<file path="src/rtl/norm_frame_writer.sv">
// Buffers one cropped frame, publishes its maximum as norm_denominator, then replays it in order.
// Optional `define NORM_FRAME_WRITER_TLAST_CHECK_EN adds s_axis_tlast/frame_err and early frame termination.
module norm_frame_writer #(
    parameter int PIXEL_BIT_WIDTH = 10,
    parameter int OUT_ROWS        = 10,
    parameter int OUT_COLS        = 10
) (
    input  logic                       clk,
    input  logic                       reset,
    input  logic                       ap_start,
    output logic                       ap_done,
    output logic                       ap_ready,
    output logic                       ap_idle,
    input  logic                       s_axis_tvalid,
    output logic                       s_axis_tready,
    input  logic [PIXEL_BIT_WIDTH-1:0] s_axis_tdata,
`ifdef NORM_FRAME_WRITER_TLAST_CHECK_EN
    input  logic                       s_axis_tlast,
`endif
    output logic                       m_axis_tvalid,
    input  logic                       m_axis_tready,
    output logic [PIXEL_BIT_WIDTH-1:0] m_axis_tdata,
    output logic                       m_axis_tlast,
    output logic [PIXEL_BIT_WIDTH-1:0] norm_denominator,
    output logic                       norm_valid
`ifdef NORM_FRAME_WRITER_TLAST_CHECK_EN
    ,
    output logic                       frame_err
`endif
);

    localparam int N  = OUT_ROWS * OUT_COLS;
    localparam int CW = $clog2(N + 1);
    localparam int AW = (N > 1) ? $clog2(N) : 1;
    localparam logic [CW-1:0] LAST = CW'(N - 1);

    typedef enum logic [1:0] {IDLE, CAPTURE, DRAIN, DONE} state_t;

    state_t state, next_state;

    logic [PIXEL_BIT_WIDTH-1:0] mem [N];
    logic [CW-1:0]              wr_cnt;
    logic [CW-1:0]              rd_cnt;
    logic [CW-1:0]              rd_next;
    logic [CW-1:0]              last_idx;
    logic [PIXEL_BIT_WIDTH-1:0] max_q;
    logic [PIXEL_BIT_WIDTH-1:0] cur_max;
    logic [PIXEL_BIT_WIDTH-1:0] m_data;
    logic                       m_valid;
    logic                       in_hs;
    logic                       frame_end;
    logic                       out_last;

    assign in_hs    = s_axis_tready && s_axis_tvalid;
    assign cur_max  = (s_axis_tdata > max_q) ? s_axis_tdata : max_q;
    assign rd_next  = rd_cnt + CW'(1);
    assign out_last = (rd_cnt == last_idx);

`ifdef NORM_FRAME_WRITER_TLAST_CHECK_EN
    assign frame_end = in_hs && ((wr_cnt == LAST) || s_axis_tlast);
`else
    assign frame_end = in_hs && (wr_cnt == LAST);
    assign last_idx  = LAST;
`endif

    assign m_axis_tvalid = m_valid;
    assign m_axis_tdata  = m_data;
    assign m_axis_tlast  = m_valid && out_last;

    always_ff @(posedge clk) begin
        if (reset) state <= IDLE;
        else       state <= next_state;
    end

    always_comb begin
        next_state = state;
        case (state)
            IDLE:    if (ap_start) next_state = CAPTURE;
            CAPTURE: if (frame_end) next_state = DRAIN;
            DRAIN:   if (m_valid && m_axis_tready && out_last) next_state = DONE;
            DONE:    next_state = IDLE;
            default: next_state = IDLE;
        endcase
    end

    always_comb begin
        ap_idle       = (state == IDLE);
        ap_ready      = (state == IDLE);
        ap_done       = (state == DONE);
        s_axis_tready = (state == CAPTURE);
    end

    always_ff @(posedge clk) begin
        if (in_hs) mem[wr_cnt[AW-1:0]] <= s_axis_tdata;
    end

    // The output register is the buffer's read register; its address advances only on an
    // output handshake, so data holds under backpressure yet one pixel per cycle is sustained.
    always_ff @(posedge clk) begin
        if (reset) begin
            wr_cnt           <= '0;
            rd_cnt           <= '0;
            max_q            <= '0;
            m_valid          <= 1'b0;
            m_data           <= '0;
            norm_valid       <= 1'b0;
            norm_denominator <= PIXEL_BIT_WIDTH'(1);
`ifdef NORM_FRAME_WRITER_TLAST_CHECK_EN
            last_idx         <= LAST;
            frame_err        <= 1'b0;
`endif
        end else begin
            case (state)
                IDLE: begin
                    if (ap_start) begin
                        wr_cnt     <= '0;
                        rd_cnt     <= '0;
                        max_q      <= '0;
                        norm_valid <= 1'b0;
`ifdef NORM_FRAME_WRITER_TLAST_CHECK_EN
                        frame_err  <= 1'b0;
`endif
                    end
                end
                CAPTURE: begin
                    if (in_hs) begin
                        max_q <= cur_max;
`ifdef NORM_FRAME_WRITER_TLAST_CHECK_EN
                        if (s_axis_tlast != (wr_cnt == LAST)) frame_err <= 1'b1;
`endif
                        if (frame_end) begin
                            wr_cnt           <= '0;
                            norm_valid       <= 1'b1;
                            norm_denominator <= (cur_max == '0) ? PIXEL_BIT_WIDTH'(1) : cur_max;
`ifdef NORM_FRAME_WRITER_TLAST_CHECK_EN
                            last_idx         <= wr_cnt;
`endif
                        end else begin
                            wr_cnt <= wr_cnt + CW'(1);
                        end
                    end
                end
                DRAIN: begin
                    if (!m_valid) begin
                        m_data  <= mem[rd_cnt[AW-1:0]];
                        m_valid <= 1'b1;
                    end else if (m_axis_tready) begin
                        if (out_last) begin
                            m_valid <= 1'b0;
                            rd_cnt  <= '0;
                        end else begin
                            rd_cnt <= rd_next;
                            m_data <= mem[rd_next[AW-1:0]];
                        end
                    end
                end
                default: ;
            endcase
        end
    end

endmodule
</file>
<file path="config.mk">
export PLATFORM = sky130hd
export DESIGN_NAME = norm_frame_writer
export DESIGN_NICKNAME = d
export VERILOG_FILES = /design/src/rtl/norm_frame_writer.sv
export SDC_FILE = /design/constraint.sdc
export NUM_CORES = 2
export LEC_CHECK = 0
export ABC_AREA = 0
export BUFFER_PORTS_ARGS = -buffer_cell sky130_fd_sc_hd__buf_2
export CORE_AREA = 2 2 244 366
export DETAILED_ROUTE_END_ITERATION = 10
export DIE_AREA = 0 0 246 368
export PLACE_DENSITY = 0.76
export SLEW_MARGIN = 5
export SYNTH_ARGS = -nofsm -noshare
export SYNTH_HDL_FRONTEND = slang
export SYNTH_SLANG_ARGS = --single-unit
</file>
<file path="constraint.sdc">
create_clock -name clk -period 2.9 [get_ports clk]
set_input_delay 0.29 -clock clk [delete_from_list [all_inputs] [get_ports clk]]
set_output_delay 0.29 -clock clk [all_outputs]
set_load 0.01 [all_outputs]
</file>
Word-level counts from Yosys, hierarchy flattened
Memories as Yosys holds them, arrays and structs flattened. A register that Yosys moved wholly into a read port is not among the register bits.
Index checks and enable logic that the tools add are counted.
W data, S select, Z words.
{ "op_classes": {"mux": 31, "eq_ne": 13, "n_reduce_logical": 15, "magnitude_cmp": 1, "n_addsub": 2} }
{ "ops": {"columns": ["op", "count"], "rows": [
  ["$mux W10", 7],
  ["$mux W7", 8],
  ["$pmux W7 S2", 2],
  ["$pmux W10 S2", 1],
  ["$add A7 B1 Y7 const B", 2],
  ["$eq A7 B7 Y1 const B", 2],
  ["$ne A2 B2 Y1 const B", 6],
  ["$reduce_and A3 Y1", 4],
  ["$gt A10 B10 Y1", 1],
  ["$logic_not A10 Y1", 1],
  ["$mux W1", 8],
  ["$pmux W2 S4", 1],
  ["$reduce_and A4 Y1", 2],
  ["$mux W2", 3],
  ["$logic_and A1 B1 Y1", 5],
  ["$eq A2 B2 Y1 const B", 2],
  ["$ne A2 B1 Y1 const B", 2],
  ["$reduce_bool A2 Y1", 2],
  ["$eq A2 B1 Y1 const B", 1],
  ["$logic_not A2 Y1", 1],
  ["$pmux W1 S2", 1]
]} }
{ "totals": {"regBits": 48, "ram_bits": 1000, "output_inout_bits": 27, "n_memories": 1, "elab_cells": 71} }
{ "memory_table": {"columns": ["memory", "words", "width", "rd", "rd_clocked_by_memory_dff", "wr", "line_no", "text"], "rows": [
  ["mem", 100, 10, 2, 1, 1, "41", "logic [PIXEL_BIT_WIDTH-1:0] mem [N];"]
]} }

Logic depth before layout (Yosys ltp)
{ "logic_depth": {"ltp_word": 7, "mapped_depth": 11} }

Worst setup path before layout
Ideal clock, no wire load.
{ "synth_path": {"kind": "reg-to-reg", "start": "register rd_cnt[1]", "end": "register m_data[3] (netlist: m_axis_tdata[3])", "required_ns": 2.770, "setup_ns": 0.130, "synth_period_minus_slack_ns": 2.656, "t_arrival_ns": 2.526, "path_stages_with_launch": 11, "path_slack_ns": 0.244, "cell_sequence": "dfxtp_1 ha_1 buf_4 buf_4 buf_4 buf_4 mux4_2 a22oi_1 o211ai_1 a221oi_1 o31ai_1"} }
{ "synth_via": {"elab_chain_cells": 5} }
{ "synth_lines": {"columns": ["item", "line_no", "text"], "rows": [
  ["start: declaration", "43", "logic [CW-1:0] rd_cnt;"],
  ["start signal: assignment", "152", "rd_cnt <= rd_next;"],
  ["$add A7 B1 Y7", "56", "assign rd_next = rd_cnt + CW'(1);"],
  ["$mem_v2 Z100 W10", null, null],
  ["$mux W10", "148", "if (out_last) begin"],
  ["$mux W10", "147", "end else if (m_axis_tready) begin"],
  ["$mux W10", "144", "if (!m_valid) begin"],
  ["end signal: assignment", "145", "m_data <= mem[rd_cnt[AW-1:0]];"],
  ["end signal: assignment", "153", "m_data <= mem[rd_next[AW-1:0]];"],
  ["end: declaration", "48", "logic [PIXEL_BIT_WIDTH-1:0] m_data;"]
]} }
Several ways; a longest one is shown, not always the timed one. The select of a mux whose other input is x is not followed.
A chain may end at the register's enable or synchronous reset.

Final worst setup path
{ "layout_path": {"start": "register rd_cnt[0]", "end": "register m_data[5] (netlist: m_axis_tdata[5])"} }
The elaborated chain is that of the path after synthesis.

==> run_results.csv <==
group,metric,value,unit
clock_network,cts_buffers,94,
floorplan,io_pins,42,
clock_network,clk_pin_slew_worst_paths,0.07,ns
yosys,netlist_instances,2634,
routing,drt_wl_total,152000,um
routing,num_vias,30200,
clock_network,clock-sinks,1055,
global_route,grt_pass1_wl,216000,um
yosys,syn_area_per_cell,18.8,um^2
critical_path,start_kind,"flip-flop",
power,p_comb_share,4.9,%
placed_design,post-place-cells,3935,
power,clkPwrFrac,40.8,%
floorplan,dieWidth,246,um
power,power_density,546,nW/um^2
critical_path,crit_top_cell,"buf_12",
power,leakagePower,17.6,nW
yosys,syn_nets,2665,
finish,synthToLayoutAreaGrowth,15.3,%
yosys,synth.distinct_cells,63,
yosys,seq_area_frac_synth,63.0,%
timing,period_minus_slack,2.91,ns
power,swShare,21.9,%
critical_path,end_kind,"flip-flop",
power,p_switching,0.00680,W
floorplan,coreArea,87400,um^2
global_route,grt_max_degree,104,
timing,fin_crit_sh,100,%
timing,slew_headroom,11.3,%
placed_design,dp_hpwl,100000,um
critical_path,cp_max_fo,14,
yosys,synthFlopType,"edfxtp_1",
finish,mostFrequentLayoutCell,"edfxtp_1",
clock_network,cts_htree_levels,3,
outcome,status,"finished with violations",
timing,setup_violations,2,
floorplan,die_h,368,um
timing,hold_viol_final,0,
finish,design_area,57000,um^2
power,ir_drop,0.000507,V
routing,via_per_inst,7.27,
timing,worst_slack,-0.00793,ns
power,internal_power,0.0243,W
finish,final_nets,2956,
routing,drtAntennaViolNets,0,
yosys,synth_edf_count,1000,
global_route,antenna_found_initial,3,
critical_path,worstPathRequired,3.47,ns
timing,clock_skew,0.0471,ns
power,seqPwrFrac,54.3,%
yosys,syn_area,49400,um^2
critical_path,cpPeakStageDelay,0.52,ns
critical_path,cp.arrival,3.48,ns
worst_hold_path,hp-class,"in2reg",
timing,tightest_slew,1.33,ns
critical_path,cp_slowest_cell,"mux4_2",
placed_design,io_buffers,41,
global_route,grt_use_total,33.8,%
clock_network,clockBufferDepth,3,
clock_network,clock_latency,0.71,ns
yosys,ys_ff_latch,1055,
finish,fin_util,65.2,%
outcome,violations,"negative setup slack",
timing,drv_slew,0,
critical_path,critPathKind,"reg2reg",
floorplan,start_util,56.6,%
global_route,grt_overflow_total,0,
routing,drtIter0Drc,4382,
yosys,ys.warnings.count,0,
clock_network,cts_tree,"done",
placed_design,gp_congestion,0.970,
timing,fmax,344,MHz
finish,drive_gt1_share,37.5,%
job,maxCapViolCount,0,
floorplan,rows,133,
clock_network,cts-root-buf,"clkbuf_16",
critical_path,crit_chain,"ha_4 -> buf_12 -> buf_12 -> buf_16 -> mux4_2 -> a221oi_1 -> o21ai_0 -> buf_4 -> a221oi_4 -> o31ai_1",
routing,wire_per_inst,36.6,um
finish,nFillCells,5686,
finish,layout_common_cells,"1000 x edfxtp_1, 517 x mux4_2, 302 x buf_4, 153 x nor2_1, 102 x clkbuf_16",
finish,instances_no_fill,4149,
global_route,grt_pass1_vias,30600,
routing,drc_errors,0,
placed_design,dpl-instance-area,53000,um^2
routing,dr.pass1.iters,8,
floorplan,dieArea,90500,um^2
yosys,async_reset_ff_share,0,%
[final timing paths]
check | endpoint | cells past startpoint | from | slack [ns]
min | norm_valid | 6 | s_axis_tvalid | 0.24
max | m_axis_tdata[5] | 10 | rd_cnt[0] | -0.008
min reg2reg | norm_valid | 2 | norm_valid | 0.50
max reg2reg | m_axis_tdata[5] | 10 | rd_cnt[0] | -0.008
[kinds of logic (layout without fill, tap and decap cells)]
family	Yosys count	in the layout	synth area share, %
buffers and inverters	223	590	2.42
and+or+nand+nor	399	399	3.73
other	0	1	0
DFF	1055	1055	63.0
adders and majority gates	16	16	0.405
muxes	618	618	25.6
AOI/OAI and AO/OA	310	310	4.58
xor gates and xnor gates	13	13	0.261
[cell type report]
class                      count  area, um^2  area share (%)
antenna                        1        2.50         0.00439
clock buffer                 122        2590            4.55
clock inverter                50         489           0.858
inverter                      23        86.3           0.151
multi-input combinational   1356       17500            30.8
sequential                  1055       31200            54.7
tap                         1147        1440            2.52
timing repair buffer         395        3710            6.52
[what timing repair did]
action / in CTS / in global routing
pin swaps: 2 / 8
buffers inserted: 4 / 26
setup endpoints to repair: 10 / 10
gates cloned: 3 / 5
resized for setup: 30 / 58
hold buffers: 3 / 0
hold endpoints to repair: 15 / 0
[routing by layer]
metal	global-route usage, %	vias up	share of wire [%]
li1	-	11800	-
met1	41.1	15500	32
met2	54.4	2378	49
met3	7.28	504	11
met4	22.8	8	7.7
met5	0	-	0.030
[power by group through the flow]
stage	logic [W]	registers, W	clock network (W)
2_1_floorplan	0.000716	0.0171	0
3_3_place_gp	0.00139	0.0172	0
3_5_place_dp	0.00143	0.0172	0
4_1_cts	0.00147	0.0169	0.0127
5_1_grt	0.00160	0.0169	0.0133
6_report	0.00154	0.0169	0.0127
[cells in the mapped netlist, types with 5 or more instances]
cell type | count | area, um^2
a2111oi_0 | 11 | 96.3
a211oi_1 | 23 | 173
a21o_1 | 5 | 37.5
a21oi_1 | 29 | 145
a221oi_1 | 44 | 385
a22o_1 | 24 | 210
a22oi_1 | 40 | 300
a31oi_1 | 24 | 150
a32oi_1 | 6 | 52.6
and2_1 | 11 | 68.8
and3_1 | 10 | 62.6
buf_1 | 12 | 45.0
buf_2 | 58 | 290
buf_4 | 45 | 338
buf_6 | 14 | 158
clkbuf_1 | 70 | 263
dfxtp_1 | 55 | 1100
edfxtp_1 | 1000 | 30000
ha_1 | 16 | 200
inv_1 | 22 | 82.6
mux2i_1 | 97 | 971
mux4_2 | 517 | 11600
nand2_1 | 96 | 360
nand2b_1 | 18 | 113
nand3_1 | 37 | 185
nor2_1 | 155 | 582
nor2b_1 | 28 | 175
nor3_1 | 13 | 65.1
nor4_1 | 5 | 31.3
o211ai_1 | 10 | 75.1
o21ai_0 | 35 | 175
o22ai_1 | 18 | 113
o311ai_1 | 7 | 61.3
o31ai_1 | 8 | 60.1
or3_1 | 6 | 37.5
xor2_1 | 7 | 61.3
[flip-flops by register name, summed over array words and instances (netlist names), named ones only]
| signal | count |
|---|---|
| mem | 1000 |
| m_axis_tdata | 10 |
| max_q | 10 |
| norm_denominator | 10 |
| rd_cnt | 7 |
| wr_cnt | 7 |
| state | 2 |
| m_axis_tvalid | 1 |
| norm_valid | 1 |
[stage by stage]
step           total power (W)  hold WS (ns)  setup WS [ns]  TNS [ns]
2_1_floorplan           0.0179         0.389          0.244         0
3_3_place_gp            0.0186         0.485         -0.217    -0.875
3_5_place_dp            0.0186         0.479         -0.216     -1.25
4_1_cts                 0.0311         0.210        0.00453         0
5_1_grt                 0.0318         0.262        -0.0227   -0.0528
6_report                0.0311         0.241       -0.00793   -0.0115
[worst max-delay path, delay by kind of cell, from the launching register on]
kind | cells | cell delay (ns)
fa+ha+maj | 1 | 0.29
buf+inv | 4 | 0.60
flops | 1 | 0.35
compound gates | 4 | 1.00
mux | 1 | 0.52
No activity file was read; power rests on OpenSTA's default activity.
